**src/rtl/instr_fetch_unit.sv**
```systemverilog
// Instruction fetch unit: credit-limited bus requester with an in-order response
// FIFO, branch flush and discard of stale in-flight responses.
module instr_fetch_unit #(
  parameter int unsigned            ADDR_WIDTH = 32,
  parameter int unsigned            INST_WIDTH = 32,
  parameter int unsigned            FIFO_DEPTH = 2,
  parameter logic [ADDR_WIDTH-1:0]  BOOT_ADDR  = '0
) (
  input  logic                  clk,
  input  logic                  rst,
  input  logic                  branch_i,
  input  logic [ADDR_WIDTH-1:0] branch_addr_i,
  input  logic                  ready_i,
  output logic                  valid_o,
  output logic [INST_WIDTH-1:0] instr_o,
  output logic [ADDR_WIDTH-1:0] pc_o,
  output logic                  err_o,
  output logic                  instr_req_o,
  output logic [ADDR_WIDTH-1:0] instr_addr_o,
  input  logic                  instr_gnt_i,
  input  logic                  instr_rvalid_i,
  input  logic [INST_WIDTH-1:0] instr_rdata_i,
  input  logic                  instr_err_i
);

  localparam int unsigned PTR_W = $clog2(FIFO_DEPTH);
  localparam int unsigned CNT_W = PTR_W + 1;
  localparam int unsigned SUM_W = CNT_W + 1;
  localparam logic [ADDR_WIDTH-1:0] STEP = ADDR_WIDTH'(4);

  typedef enum logic [1:0] {IDLE, REQ, REDIR} state_t;

  state_t                state_q;
  logic [ADDR_WIDTH-1:0] fetch_addr_q;
  logic [ADDR_WIDTH-1:0] redir_addr_q;
  logic [ADDR_WIDTH-1:0] resp_pc_q;
  logic [CNT_W-1:0]      out_cnt_q;
  logic [CNT_W-1:0]      disc_cnt_q;
  logic [CNT_W-1:0]      occ_q;
  logic [PTR_W-1:0]      rd_ptr_q;
  logic [PTR_W-1:0]      wr_ptr_q;

  logic [INST_WIDTH-1:0] mem_instr [FIFO_DEPTH];
  logic [ADDR_WIDTH-1:0] mem_pc    [FIFO_DEPTH];
  logic                  mem_err   [FIFO_DEPTH];

  logic             gnt_acc;
  logic             rv_drop;
  logic             push;
  logic             pop;
  logic             credit;
  logic             head_from_in;
  logic [CNT_W-1:0] out_nxt;
  logic [CNT_W-1:0] occ_nxt;
  logic [CNT_W-1:0] disc_nxt;
  logic [PTR_W-1:0] rd_nxt;

  assign instr_addr_o = fetch_addr_q;

  // Next-cycle bookkeeping; a branch flushes the FIFO and marks everything in flight stale.
  always_comb begin
    gnt_acc      = instr_req_o & instr_gnt_i;
    rv_drop      = instr_rvalid_i & (branch_i | (disc_cnt_q != '0));
    push         = instr_rvalid_i & ~rv_drop & (occ_q != CNT_W'(FIFO_DEPTH));
    pop          = valid_o & ready_i & ~branch_i;
    out_nxt      = out_cnt_q + CNT_W'(gnt_acc) - CNT_W'(instr_rvalid_i);
    occ_nxt      = occ_q + CNT_W'(push) - CNT_W'(pop);
    disc_nxt     = disc_cnt_q - CNT_W'(instr_rvalid_i && (disc_cnt_q != '0))
                   + CNT_W'(gnt_acc && (state_q == REDIR));
    rd_nxt       = rd_ptr_q + PTR_W'(pop);
    head_from_in = push && (occ_q == CNT_W'(pop));
    if (branch_i) begin
      occ_nxt  = '0;
      disc_nxt = out_nxt;
      rd_nxt   = wr_ptr_q;
    end
    credit = (SUM_W'(occ_nxt) + SUM_W'(out_nxt)) < SUM_W'(FIFO_DEPTH);
  end

  // FIFO storage needs no reset; occupancy qualifies it.
  always_ff @(posedge clk) begin
    if (push) begin
      mem_instr[wr_ptr_q] <= instr_rdata_i;
      mem_pc[wr_ptr_q]    <= resp_pc_q;
      mem_err[wr_ptr_q]   <= instr_err_i;
    end
  end

  always_ff @(posedge clk) begin
    if (rst) begin
      state_q      <= IDLE;
      instr_req_o  <= 1'b0;
      fetch_addr_q <= BOOT_ADDR;
      redir_addr_q <= BOOT_ADDR;
      resp_pc_q    <= BOOT_ADDR;
      out_cnt_q    <= '0;
      disc_cnt_q   <= '0;
      occ_q        <= '0;
      rd_ptr_q     <= '0;
      wr_ptr_q     <= '0;
      valid_o      <= 1'b0;
      instr_o      <= '0;
      pc_o         <= '0;
      err_o        <= 1'b0;
    end else begin
      out_cnt_q  <= out_nxt;
      disc_cnt_q <= disc_nxt;
      occ_q      <= occ_nxt;
      rd_ptr_q   <= rd_nxt;
      wr_ptr_q   <= wr_ptr_q + PTR_W'(push);
      valid_o    <= (occ_nxt != '0);

      if (branch_i) begin
        resp_pc_q <= branch_addr_i;
      end else if (push) begin
        resp_pc_q <= resp_pc_q + STEP;
      end

      // Head entry: straight from the bus when the FIFO drains to empty this cycle.
      if (head_from_in) begin
        instr_o <= instr_rdata_i;
        pc_o    <= resp_pc_q;
        err_o   <= instr_err_i;
      end else if (occ_nxt != '0) begin
        instr_o <= mem_instr[rd_nxt];
        pc_o    <= mem_pc[rd_nxt];
        err_o   <= mem_err[rd_nxt];
      end

      unique case (state_q)
        IDLE: begin
          if (branch_i) begin
            fetch_addr_q <= branch_addr_i;
          end
          if (credit) begin
            state_q     <= REQ;
            instr_req_o <= 1'b1;
          end
        end
        REQ: begin
          if (gnt_acc) begin
            fetch_addr_q <= branch_i ? branch_addr_i : fetch_addr_q + STEP;
            state_q      <= credit ? REQ : IDLE;
            instr_req_o  <= credit;
          end else if (branch_i) begin
            redir_addr_q <= branch_addr_i;
            state_q      <= REDIR;
          end
        end
        REDIR: begin
          // The held request still goes out; the newest target follows it.
          if (branch_i) begin
            redir_addr_q <= branch_addr_i;
          end
          if (gnt_acc) begin
            fetch_addr_q <= branch_i ? branch_addr_i : redir_addr_q;
            state_q      <= credit ? REQ : IDLE;
            instr_req_o  <= credit;
          end
        end
        default: begin
          state_q     <= IDLE;
          instr_req_o <= 1'b0;
        end
      endcase
    end
  end

endmodule

```
**config.mk**
```make
export PLATFORM = sky130hd
export DESIGN_NAME = instr_fetch_unit
export DESIGN_NICKNAME = d
export VERILOG_FILES = /design/src/rtl/instr_fetch_unit.sv
export SDC_FILE = /design/constraint.sdc
export NUM_CORES = 1
export LEC_CHECK = 0
export CORE_MARGIN = 1.5
export CORE_UTILIZATION = 50
export DETAILED_ROUTE_END_ITERATION = 6
export PLACE_DENSITY = 0.83
export SLEW_MARGIN = 30
export SYNTH_ARGS = -nofsm -noshare
export SYNTH_HDL_FRONTEND = slang
export SYNTH_SLANG_ARGS = --single-unit
```
**constraint.sdc**
```tcl
create_clock -name clk -period 4.1 [get_ports clk]
set_clock_uncertainty 0.2 [all_clocks]
set_input_delay 0.82 -clock clk [delete_from_list [all_inputs] [get_ports clk]]
set_output_delay 0.82 -clock clk [all_outputs]
set_load 0.05 [all_outputs]
```
==> metrics.csv <==
stage;metric;value;unit
run;MaxCap Viol Count;0;
synth;Post-synth EDFFs;130;
drt;Wirelength per Cell;20.5;um
final_layout;Layout area overhead;23.6;%
grt;Tot GR Track Use;25.5;%
critical_path;Crit-path slowest cell;clkdlybuf4s50_1;
sta;total negative slack;0;ns
die;die footprint;0.0282;sq mm
clock_network;H-tree depth;1;
place;gpl congestion;0.896;
die;core outline area;0.0268;sq mm
grt;antenna violations before repair;0;
hold_path;Worst Hold Class;reg2reg;
critical_path;critical path required time;4.39;ns
critical_path;crit path buf inv count;3;
clock_network;clk root buf;clkbuf_16;
synth;Synth Instances;1292;
synth;synth warn;0;
critical_path;CP max FO;3;
sta;fmax;253;MHz
place;DP Wirelength;22500;um
sta;Worst slew margin;46.8;%
drt;final WL;36800;um
clock_network;# hold bufs at CTS;0;
final_layout;most frequent cells in the layout;173 x dfxtp_1, 168 x clkdlybuf4s50_1, 130 x edfxtp_1;
critical_path;Crit path max-delay family;simple AND/OR/NAND/NOR gates;
die;initial core utilization;50.8;%
grt;first-pass GRT wire length;58600;um
clock_network;Post-CTS Setup Bufs;0;
drt;DRT iter0 DRCs;1168;
critical_path;CP max stage delay;0.49;ns
synth;Yosys reg bits;303;
die;Vert. Die Dim;168;um
clock_network;CTS tree;yes;
clock_network;clock sinks;303;
synth;register area share after synthesis;54.1;%
die;num ports;170;
synth;syn_nets;1378;
critical_path;Worst EP arrival;4.24;ns
synth;Yosys cell types;64;
sta;hold slack;0.255;ns
critical_path;Worst Setup Path Type;in2reg;
sta;Tmin final;3.95;ns
power;total power;10.2;mW
drt;DRC viols;5;
sta;Slew Limit Fails;0;
sta;# setup viols final;0;
place;IO Port Bufs;169;
grt;vias in the first global route;10900;
sta;RSZ-0062 raised after global routing;no;
final_layout;post-route design area;0.0168;sq mm
die;die width;168;um
drt;Via-to-Cell Ratio;6.42;
power;leakage power;5.92;nW
grt;global route overflow;0;
run_status;failing checks;design-rule violations;
synth;Synth Flop Type;dfxtp_1;
critical_path;Setup crit end kind;register;
sta;worst slew pin tran;0.798;ns
final_layout;most common cell after layout, fill and taps aside;dfxtp_1;
synth;post-synthesis average cell area;10.5;sq um
synth;Post-Synthesis Cell Area;0.0136;sq mm
clock_network;Worst-Skew Late Latency;0.56;ns
final_layout;nets;1512;
clock_network;CTS buffer count;31;
sta;fin crit share;96.3;%
power;Peak supply drop;457;uV
place;area of placed instances;0.0157;sq mm
power;Pwr Density;606;mW/mm^2
drt;Pre-antenna DRT Iters;7;
synth;async set-reset flop share out of synthesis;0;%
drt;routed vias;11500;
grt;largest net degree at the start of global routing;157;
final_layout;Ant. Diodes;0;
run_status;status;finished with violations;
drt;antenna-violating nets left;0;
clock_network;Bufs on Longest Clock Path;3;
critical_path;CP Launch Type;input port;
critical_path;CP Cell Sequence;clkdlybuf4s50_1 -> or4b_1 -> or2_1 -> ha_1 -> inv_1 -> ha_1 -> xnor2_1 -> nand2_1 -> inv_1 -> fa_1 -> nor3_2 -> nor2b_1 -> o21ai_0 -> a32oi_1 -> nor2_1;
final_layout;share of post-route cells with drive strength above 1;7.79;%
clock_network;clock transition at the registers of the reported paths;0.06;ns
clock_network;CTS resizes;0;
die;Row Count;60;
sta;final hold vios;0;
## worst reg2reg max path: cells and delay by family, from the launching register on
family / cells / cell delay, ns
XOR/XNOR: 1 / 0.20
AND/OR/NAND/NOR: 6 / 1.38
buffers and inverters: 2 / 0.12
adder cells (fa/ha/maj): 3 / 0.95
AO/OA/AOI/OAI: 2 / 0.35
flip-flops: 1 / 0.33
## layout make-up
cell class / count / area [sq um]
timing repair buffer: 210 / 2100
fill: 2049 / 9990
clock buffer: 41 / 883
tap: 341 / 427
clock inverter: 17 / 174
inverter: 20 / 75.1
multi-input combinational: 860 / 5790
sequential: 303 / 7370
## registers in the layout (all words and copies together), names as in the netlist
name,count
wr_ptr_q,1
mem_pc,64
redir_addr_q,32
disc_cnt_q,2
valid_o,1
instr_req_o,1
rd_ptr_q,1
instr_addr_o,32
out_cnt_q,2
instr_o,32
state_q,2
pc_o,32
resp_pc_q,32
occ_q,2
err_o,1
mem_instr,64
mem_err,2
## through the flow
| step | worst slack, ns | utilization (%) | cells |
|---|---|---|---|
| after floorplan | -0.220 | - | 1292 |
| after global placement | -0.104 | 58.7 | 1733 |
| after detailed placement | -0.208 | 58.7 | 1733 |
| after CTS | 0.236 | 62.6 | 1791 |
| after global routing | 0.00915 | 62.7 | 1792 |
| final | 0.153 | 62.7 | 1792 |
## power breakdown
| part | internal [mW] | leakage, nW | switching, mW |
|---|---|---|---|
| combinational | 1.18 | 2.78 | 2.18 |
| clock | 1.70 | 0.520 | 1.19 |
| sequential | 3.58 | 2.61 | 0.361 |
## layer usage
layer	wire, um	global-route usage [%]	part of all wire, %
met1	15500	35.8	42
met4	869	7.72	2.4
met5	0	0	0
met2	17000	40.6	46
met3	3440	4.21	9.3
## final timing paths
path	cells past startpoint	from	slack (ns)	end
worst min-delay path	2	redir_addr_q[27]	0.26	redir_addr_q[27]
worst max register to register	14	disc_cnt_q[1]	0.52	instr_req_o
worst min register to register	2	redir_addr_q[27]	0.26	redir_addr_q[27]
worst max-delay path	15	instr_rvalid_i	0.15	instr_req_o
## synth_stat cells, drive strengths merged, types with 7 or more instances
| master | n | area share [%] |
|---|---|---|
| nor4 | 13 | 0.71 |
| o21ai | 43 | 1.6 |
| a22oi | 13 | 0.72 |
| edfxtp | 130 | 29 |
| dfxtp | 173 | 25 |
| nor2 | 63 | 1.7 |
| a221o | 7 | 0.52 |
| nand4 | 20 | 0.92 |
| inv | 19 | 0.52 |
| a221oi | 15 | 0.97 |
| clkbuf | 82 | 2.3 |
| nand2 | 115 | 3.2 |
| nor3 | 28 | 1.1 |
| a21oi | 65 | 2.4 |
| or3 | 12 | 0.55 |
| or4 | 9 | 0.50 |
| nand3 | 33 | 1.2 |
| nand4b | 66 | 4.2 |
| a211oi | 8 | 0.44 |
| xnor2 | 8 | 0.52 |
| nor2b | 7 | 0.32 |
| o211ai | 73 | 4.0 |
| a31oi | 20 | 0.92 |
| buf | 27 | 0.84 |
| and3 | 10 | 0.46 |
| mux2i | 70 | 5.1 |
| ha | 14 | 1.3 |
| nand3b | 63 | 3.5 |
## cell families (layout without fill, tap and decap cells)
| logic type | Yosys count | in the layout | synth area share [%] |
|---|---|---|---|
| adder cells (fa/ha/maj) | 15 | 15 | 1.43 |
| buffers and inverters | 129 | 288 | 3.67 |
| multiplexers | 73 | 73 | 5.40 |
| AO/OA/AOI/OAI | 302 | 302 | 15.2 |
| XOR/XNOR | 12 | 12 | 0.772 |
| AND/OR/NAND/NOR | 458 | 458 | 19.4 |
| flip-flops | 303 | 303 | 54.1 |
No activity file was read; power rests on OpenSTA's default activity.
==> variant (config.mk and constraints unchanged) <==
The parameter `INST_WIDTH` goes from 32 to 48.
--- a/src/rtl/instr_fetch_unit.sv
+++ b/src/rtl/instr_fetch_unit.sv
@@ -2,7 +2,7 @@
 // FIFO, branch flush and discard of stale in-flight responses.
 module instr_fetch_unit #(
   parameter int unsigned            ADDR_WIDTH = 32,
-  parameter int unsigned            INST_WIDTH = 32,
+  parameter int unsigned            INST_WIDTH = 48,
   parameter int unsigned            FIFO_DEPTH = 2,
   parameter logic [ADDR_WIDTH-1:0]  BOOT_ADDR  = '0
 ) (
Ports: changed (resized instr_o and instr_rdata_i); port bits go from 170 to 202. No check against the original RTL was run, so the function may have changed too.
==> variant against the original RTL <==
- via count grew 6.9%
- wire length grew 5.6%
- final area up 11%
- sequential cell count up 48
- hold slack lost 0.0012 ns
- setup slack worse by 0.024 ns
- total power increased by 13%
- count of clock-buffer cells in the layout increased by 10
- area after synthesis rose by 7.8%
- register-to-register slack barely moved
- die area is 7.6% higher
- critical path type unchanged
- largest power group unchanged
- highest routed layer unchanged
==> variant: results (changes against the original RTL) <==
cts_buffers: 38  # +23%
fillCellCount: 2150  # +4.9%
grt_pass1_wl_um: 62600  # +6.7%
synth-async-reset-ratio_pct: 0  # unchanged
synthTopCellsByCount: "287 x nand2_1, 189 x dfxtp_1, 162 x edfxtp_1"
status: "finished clean"
port-buffer-count: 201  # +19%
via_count: 12300  # +6.9%
synth_area_leaders: "edfxtp_1 33%, dfxtp_1 26%, nand2_1 7.3%"
worst_pin_slew_ns: 0.9690  # +0.1705 ns
syn_nets: 1520  # +10%
cp_slowest_cell: "or4b_4"
drtIter0Drc: 1558  # +33%
dp_hpwl_um: 24930  # +11%
hold_start: "redir_addr_q[26]"
path_clk_slew_ns: 0.06  # about the same
drive_gt1_share_pct: 7.956  # +0.17 points
p_leak_nw: 6.554  # +11%
track_usage_pct: 25.34  # -0.14 points
max-vdd-ir-drop_mv: 0.4858  # +6.2%
viasPerCell: 6.094  # -5.1%
placed_cells: 1950  # +13%
syn-instance-count: 1418  # +9.8%
arrival_ns: 4.21  # -0.03 ns
yosysUniqueCellTypes: 76  # +19%
htreeDepth: 2  # +1
cts_setup_buffers: 0  # unchanged
clock_latency_ns: 0.52  # -0.04 ns
rr_startpoint: "disc_cnt_q[0]"
reg_top3: "mem_instr (96), mem_pc (64), instr_o (48)"
place.gp.congestion: 0.9328  # +4.1%
synth_seq_area_share_pct: 58.97  # +4.8 points
slowest_delay_ns: 0.54  # +0.05 ns
register_area_um2: 8648  # +17%
synth_edf_count: 162  # +25%
place_area_um2: 17390  # +11%
drt-total-wl_um: 38860  # +5.6%
fin_nets: 1708  # +13%
grt_max_degree: 83  # -47%
variant: cell count changes after synthesis, sizes merged, moves of 12 or more:
cell,before,now
buf,27,7
dfxtp,173,189
a221o,7,90
o21ai,43,55
nand2,115,287
mux2i,70,6
o211ai,73,9
edfxtp,130,162
nand4b,66,1
nand3b,63,6
a21oi,65,150
variant: path summary, 6_finish.rpt:
check                                         to  slack [ns]  cells past startpoint
worst max register to register        state_q[1]        0.52                     12
worst min-delay path            redir_addr_q[26]        0.25                      2
worst min register to register  redir_addr_q[26]        0.25                      2
worst max-delay path                  state_q[1]        0.13                     13
variant: cell families after synthesis:
kind of cell,after synthesis,synth area share (%)
xor gates and xnor gates,12,0.8105
buffers and inverters,122,3.208
AOI/OAI and AO/OA,415,19.87
muxes,8,0.5631
DFF,351,58.97
and+or+nand+nor,495,15.25
adders and majority gates,15,1.331
variant: power by group:
part / switching [mW] / internal (mW) / leakage [nW]
sequential: 0.419 / 4.15 / 3.04
clock: 1.35 / 2.00 / 0.602
combinational: 2.31 / 1.28 / 2.91
variant: routing by layer:
metal	up-vias	GRT usage [%]	wire, um
met4	0	6.932	643
met2	641	40.12	17860
li1	5690	-	-
met5	-	0	0
met1	5916	35.42	16520
met3	51	5.184	3830
variant: tightest hold or removal path: cells and delay by family, from the launching register on:
kind            cells  cell delay [ns]
compound gates      1             0.05
flops               1             0.30
simple gates        1             0.05
variant: stage by stage:
stage / setup WS (ns) / total power [mW]
after floorplan: -0.6535 / 6.907
after global placement: -0.3095 / 8.078
after detailed placement: -0.3830 / 8.171
after CTS: 0.1461 / 11.52
after global routing: 0.01923 / 12.00
final: 0.1292 / 11.50
variant: final cells by class:
type	instances	area share (%)
Multi-Input combinational cell	945	30.38
Tap cell	384	2.582
Clock inverter	17	0.9009
Sequential cell	351	46.47
Clock buffer	51	5.647
Timing Repair Buffer	247	13.55
Inverter	23	0.4639
